**config.mk**
```make
export PLATFORM = sky130hd
export DESIGN_NAME = prog_accel_top
export DESIGN_NICKNAME = d
export VERILOG_FILES = /design/src/rtl/prog_accel_top.sv
export SDC_FILE = /design/constraint.sdc
export NUM_CORES = 1
export LEC_CHECK = 0
export ABC_AREA = 1
export BUFFER_PORTS_ARGS = -buffer_cell sky130_fd_sc_hd__buf_2
export CAP_MARGIN = 20
export CORE_MARGIN = 4
export CORE_UTILIZATION = 45
export CTS_CLUSTER_SIZE = 24
export DETAILED_ROUTE_END_ITERATION = 16
export PLACE_DENSITY = 0.71
export SYNTH_ARGS = -nofsm -noshare
export SYNTH_HDL_FRONTEND = slang
export SYNTH_SLANG_ARGS = --single-unit
```
**constraint.sdc**
```tcl
create_clock -name clk -period 2.9 [get_ports clk]
set_input_delay 0 -clock clk [delete_from_list [all_inputs] [get_ports clk]]
set_output_delay 0 -clock clk [all_outputs]
set_load 0.01 [all_outputs]
```
**src/rtl/prog_accel_top.sv**
```systemverilog
// prog_accel_top: three-task accelerator (SECDED encode, SECDED decode, 5-bit pattern count)
// sequenced by req/ack over a 256x8 memory with async read and sync write.
module prog_accel_mem (
  input  logic       clk,
  input  logic       we_i,
  input  logic [7:0] addr_i,
  input  logic [7:0] wdata_i,
  output logic [7:0] rdata_o
);
  logic [7:0] core [256];
  always_ff @(posedge clk) if (we_i) core[addr_i] <= wdata_i;
  assign rdata_o = core[addr_i];
endmodule

module prog_accel_top (
  input  logic req,
  input  logic clk,
  output logic ack,
  input  logic reset
);
  typedef enum logic [2:0] {IDLE, RUN1, RUN2, RUN3, DONE} state_e;
  state_e      st_q;
  logic [1:0]  nxt_q, ph_q;
  logic [5:0]  idx_q;
  logic [7:0]  lo_q, hi_q, c_in_q, c_byte_q, c_all_q;
  logic [4:0]  pat_q;
  logic [3:0]  prev_q;
  logic [7:0]  rdata, wdata, addr, off;
  logic        we;
  logic [11:1] d;
  logic        p1, p2, p4, p8, p16;
  logic [15:0] w, wc;
  logic [3:0]  syn;
  logic        par, de;
  logic [11:0] x;
  logic [2:0]  n_in, n_x;

  prog_accel_mem data_mem1 (.clk(clk), .we_i(we), .addr_i(addr), .wdata_i(wdata), .rdata_o(rdata));

  assign d   = {hi_q[2:0], lo_q};
  assign p8  = ^d[11:5];
  assign p4  = ^d[11:8] ^ d[4] ^ d[3] ^ d[2];
  assign p2  = d[11] ^ d[10] ^ d[7] ^ d[6] ^ d[4] ^ d[3] ^ d[1];
  assign p1  = d[11] ^ d[9] ^ d[7] ^ d[5] ^ d[4] ^ d[2] ^ d[1];
  assign p16 = ^d ^ p8 ^ p4 ^ p2 ^ p1;

  // Syndrome bit j covers every Hamming position whose index has bit j set
  assign w   = {hi_q, lo_q};
  assign syn = {^(w & 16'hFF00), ^(w & 16'hF0F0), ^(w & 16'hCCCC), ^(w & 16'hAAAA)};
  assign par = ^w;
  assign de  = !par && |syn;
  assign wc  = (par && |syn) ? w ^ (16'd1 << syn) : w;

  // Windows i=0..3 lie inside the current byte, i=4..7 straddle the previous one
  assign x = {prev_q, rdata};
  always_comb begin
    n_in = 3'd0;
    n_x  = 3'd0;
    for (int i = 0; i < 8; i++)
      if (x[i+:5] == pat_q) begin
        if (i < 4) n_in = n_in + 3'd1;
        else n_x = n_x + 3'd1;
      end
  end

  always_comb begin
    off   = ph_q == 2'd0 ? 8'd0 : ph_q == 2'd1 ? 8'd1 : ph_q == 2'd2 ? 8'd30 : 8'd31;
    addr  = st_q == RUN3 ? (ph_q == 2'd0 ? 8'd160 : ph_q == 2'd1 ? 8'd128 + {2'b0, idx_q} : 8'd192 + {2'b0, idx_q})
                         : {1'b0, idx_q, 1'b0} + off + (st_q == RUN2 ? 8'd64 : 8'd0);
    we    = (st_q == RUN1 || st_q == RUN2) ? ph_q[1] : (st_q == RUN3 && ph_q == 2'd2);
    wdata = st_q == RUN3 ? (idx_q == 6'd0 ? c_in_q : idx_q == 6'd1 ? c_byte_q : c_all_q)
          : st_q == RUN1 ? (ph_q[0] ? {d[11:5], p8} : {d[4], d[3], d[2], p4, d[1], p2, p1, p16})
          : (ph_q[0] ? {de, 4'b0, wc[15:13]} : {wc[12:9], wc[7:5], wc[3]});
  end

  always_ff @(posedge clk)
    if (!reset) begin
      st_q     <= IDLE;
      nxt_q    <= 2'd1;
      ack      <= 1'b0;
      ph_q     <= 2'd0;
      idx_q    <= 6'd0;
      c_in_q   <= 8'd0;
      c_byte_q <= 8'd0;
      c_all_q  <= 8'd0;
    end else
      case (st_q)
        IDLE, DONE:
          if (req) begin
            st_q  <= nxt_q == 2'd1 ? RUN1 : nxt_q == 2'd2 ? RUN2 : RUN3;
            ack   <= 1'b0;
            ph_q  <= 2'd0;
            idx_q <= 6'd0;
          end
        RUN1, RUN2: begin
          ph_q <= ph_q + 2'd1;
          if (ph_q == 2'd0) lo_q <= rdata;
          if (ph_q == 2'd1) hi_q <= rdata;
          if (ph_q == 2'd3) begin
            idx_q <= idx_q + 6'd1;
            if (idx_q == 6'd14) begin
              st_q  <= DONE;
              ack   <= 1'b1;
              nxt_q <= st_q == RUN1 ? 2'd2 : 2'd3;
            end
          end
        end
        RUN3:
          if (ph_q == 2'd0) begin
            pat_q    <= rdata[4:0];
            c_in_q   <= 8'd0;
            c_byte_q <= 8'd0;
            c_all_q  <= 8'd0;
            ph_q     <= 2'd1;
          end else if (ph_q == 2'd1) begin
            c_in_q   <= c_in_q + {5'd0, n_in};
            c_byte_q <= c_byte_q + {7'd0, |n_in};
            c_all_q  <= c_all_q + {5'd0, n_in} + (idx_q == 6'd0 ? 8'd0 : {5'd0, n_x});
            prev_q   <= rdata[3:0];
            idx_q    <= idx_q == 6'd31 ? 6'd0 : idx_q + 6'd1;
            if (idx_q == 6'd31) ph_q <= 2'd2;
          end else begin
            idx_q <= idx_q + 6'd1;
            if (idx_q == 6'd2) begin
              st_q  <= DONE;
              ack   <= 1'b1;
              nxt_q <= 2'd1;
            end
          end
        default: st_q <= IDLE;
      endcase
endmodule

```
==> flow_summary.ini <==
[setup_path]
critPathMaxStageDelay_ps = 400
r2r_setup_slack_ps = 1400
critPathLaunchType = flip-flop
critPathKind = flip-flop to flip-flop
slowest_stage = dfxtp_1
crit_fanout = 12
crit_arrival_ps = 1660
critPathMostFrequentCell = inv_1
path_cells = inv_1, ha_1, nand2_2, nand3_2, nor2_4, inv_1, nand2_1, a21oi_2
path_delay_family = simple AND/OR/NAND/NOR gates
cp.buffers_inverters = 2
cp-end-kind = flip-flop
cp_data_required_time_ps = 3070

[clock_tree]
cts_tree = built
htreeDepth = 1
cts_max_path_buffers = 2
clk_latency_ps = 280
cts_root_buffer = clkbuf_4
cts_setup_buffers = 0
cts_buffers = 3
path_clk_slew_ps = 80
clock-sinks = 14

[die]
start_util = 0.4875
rows = 16
die_w_um = 54.57
core_area_um2 = 2002
dieArea_um2 = 2978
fp.dieH_um = 54.57
num_io_pins = 4

[global_route]
grt_use_total = 0.1555
grt_max_degree = 13
grt_pass1_wl_um = 3339
grt_pass1_vias = 791
antenna_found_initial = 0
overflow = 0

[layout]
final_layout_size_suffix_gt1_frac = 0.1921
antenna_cells = 0
postLayoutCellArea_um2 = 1033
final_nets = 161
area_growth_pct = 5.897

[detailed_routing]
drc = 0
drtPass1Iterations = 4
vias_per_cell = 4.781
finalWirelength_um = 1829
drt_iter0_markers = 18
post_drt_wl_per_cell_um = 10.28
drtAntennaViolNets = 0
dr_total_vias = 851

[power_and_ir_drop]
intPower_uw = 443.4
switchingPower_uw = 406.0
power_leakage_nw = 0.4605
vdd_drop_max_mv = 0.4020
seq_power_share = 0.321
p_clk_frac = 0.132
power.density_nw_per_um2 = 821.9
switching_share = 0.4779
p_total_uw = 849.4
power_frac_comb = 0.547

[placement]
gp_congestion = 0.8833
placed_cell_area_um2 = 1001
port-buffer-count = 3
hpwl_um = 1430

[sta]
slew_headroom = 0.7930
rsz0062_at_grt = false
report.final.slew_viol_count = 0
fmax_ghz = 0.6671
fin_skew_ps = 10.16
tightest_slew_ps = 309.7
hold_slack_ps = 249.5
finalHoldViolCount = 0
finalCriticalPeriod_ps = 1499
setup_tns_ps = 0
setup_viol = 0
fin_crit_sh = 0.5169

[min_path]
worstHoldPathType = input port to flip-flop

[flow_run]
maxCapViolCount = 0

[synthesis]
syn_area_per_cell_um2 = 6.639
ys_seq_elements = 14
syn_area_um2 = 975.9
synthesis.nets = 155
synth.distinct_cells = 24
yosysSeqAreaShare = 0.2872
yosys_warnings = 0
syn_inst = 147

[status]
outcome = completed
## final cells by class
cell class | instances | area [µm²]
inverter | 22 | 82.58
sequential | 14 | 280.3
multi-input combinational | 108 | 589.3
clock buffer | 3 | 22.52
timing repair buffer | 4 | 25.02
fill | 217 | 968.4
tap | 27 | 33.78
## timing repair
item | CTS | global route
hold buffers | 1 | 0
hold endpoints to repair | 1 | 0
gates resized for setup | 0 | 0
## per-stage QoR
step | util | setup WS (ps) | instances
final | 0.5163 | 1401 | 178
after global routing | 0.5163 | 1273 | 178
after CTS | 0.5163 | 1396 | 178
after detailed placement | 0.5000 | 1407 | 174
after global placement | 0.5000 | 1489 | 174
after floorplan | - | 1594 | 147
## flip-flops by register name, indices dropped and copies added, names as in the netlist
signal,cells
ack,1
st_q,3
ph_q,2
idx_q,6
nxt_q,2
## cell usage after synthesis (all sizes together)
| cell | count | share of area |
|---|---|---|
| nand2 | 45 | 0.19 |
| nor2 | 24 | 0.13 |
| inv | 22 | 0.085 |
| nand3 | 15 | 0.10 |
| dfxtp | 14 | 0.29 |
| a21oi | 9 | 0.058 |
| o21ai | 6 | 0.038 |
| ha | 5 | 0.064 |
| buf | 3 | 0.024 |
| a22oi | 1 | 0.0077 |
| nand4 | 1 | 0.0064 |
| o22ai | 1 | 0.0064 |
| xnor2 | 1 | 0.0090 |
## cells by family after synthesis
logic type / count (synthesis) / synth area share
compound gates: 17 / 0.1103
flops: 14 / 0.2872
fa+ha+maj: 5 / 0.06410
simple gates: 85 / 0.4205
xor+xnor: 1 / 0.008976
buf+inv: 25 / 0.1090
## path summary, 6_finish.rpt
path | from | to | depth (start not counted)
worst max-delay path | ph_q[0] | idx_q[4] | 8
worst min-delay path | req | ph_q[0] | 6
worst max register to register | ph_q[0] | idx_q[4] | 8
worst min register to register | ack | ack | 2
## per-layer routing
layer	vias up	share of wire	wire [µm]	GRT usage
met5	-	0	0	0
met4	0	0.016	29	0.07469
met3	4	0.031	57	0.03270
met2	13	0.47	852	0.2390
met1	368	0.49	889	0.2046
li1	466	-	-	-
## power groups by stage
stage	clock, mW	sequential, mW	combinational [mW]
floorplan	0	0.271	0.415
global placement	0	0.275	0.451
detailed placement	0	0.278	0.465
CTS	0.115	0.273	0.470
global route	0.129	0.281	0.531
finish	0.112	0.273	0.464
## worst min-delay path, cell delays in order
cell     delay [ps]
buf_2            80
inv_1            30
nand2_1         130
nand3_1         120
nand2_1          70
a21oi_1          50
## cell usage in the layout (no fill, tap or decap), types with 3 or more instances in the layout
cell      instances
nand3_1          12
nor2_4            4
nand2_2           6
inv_2             4
nor2_1           19
a21oi_1           6
nand2_1          39
buf_2             3
a21oi_2           3
ha_1              5
dfxtp_1          14
inv_1            18
clkbuf_4          3
(Power assumes the default switching activity.)
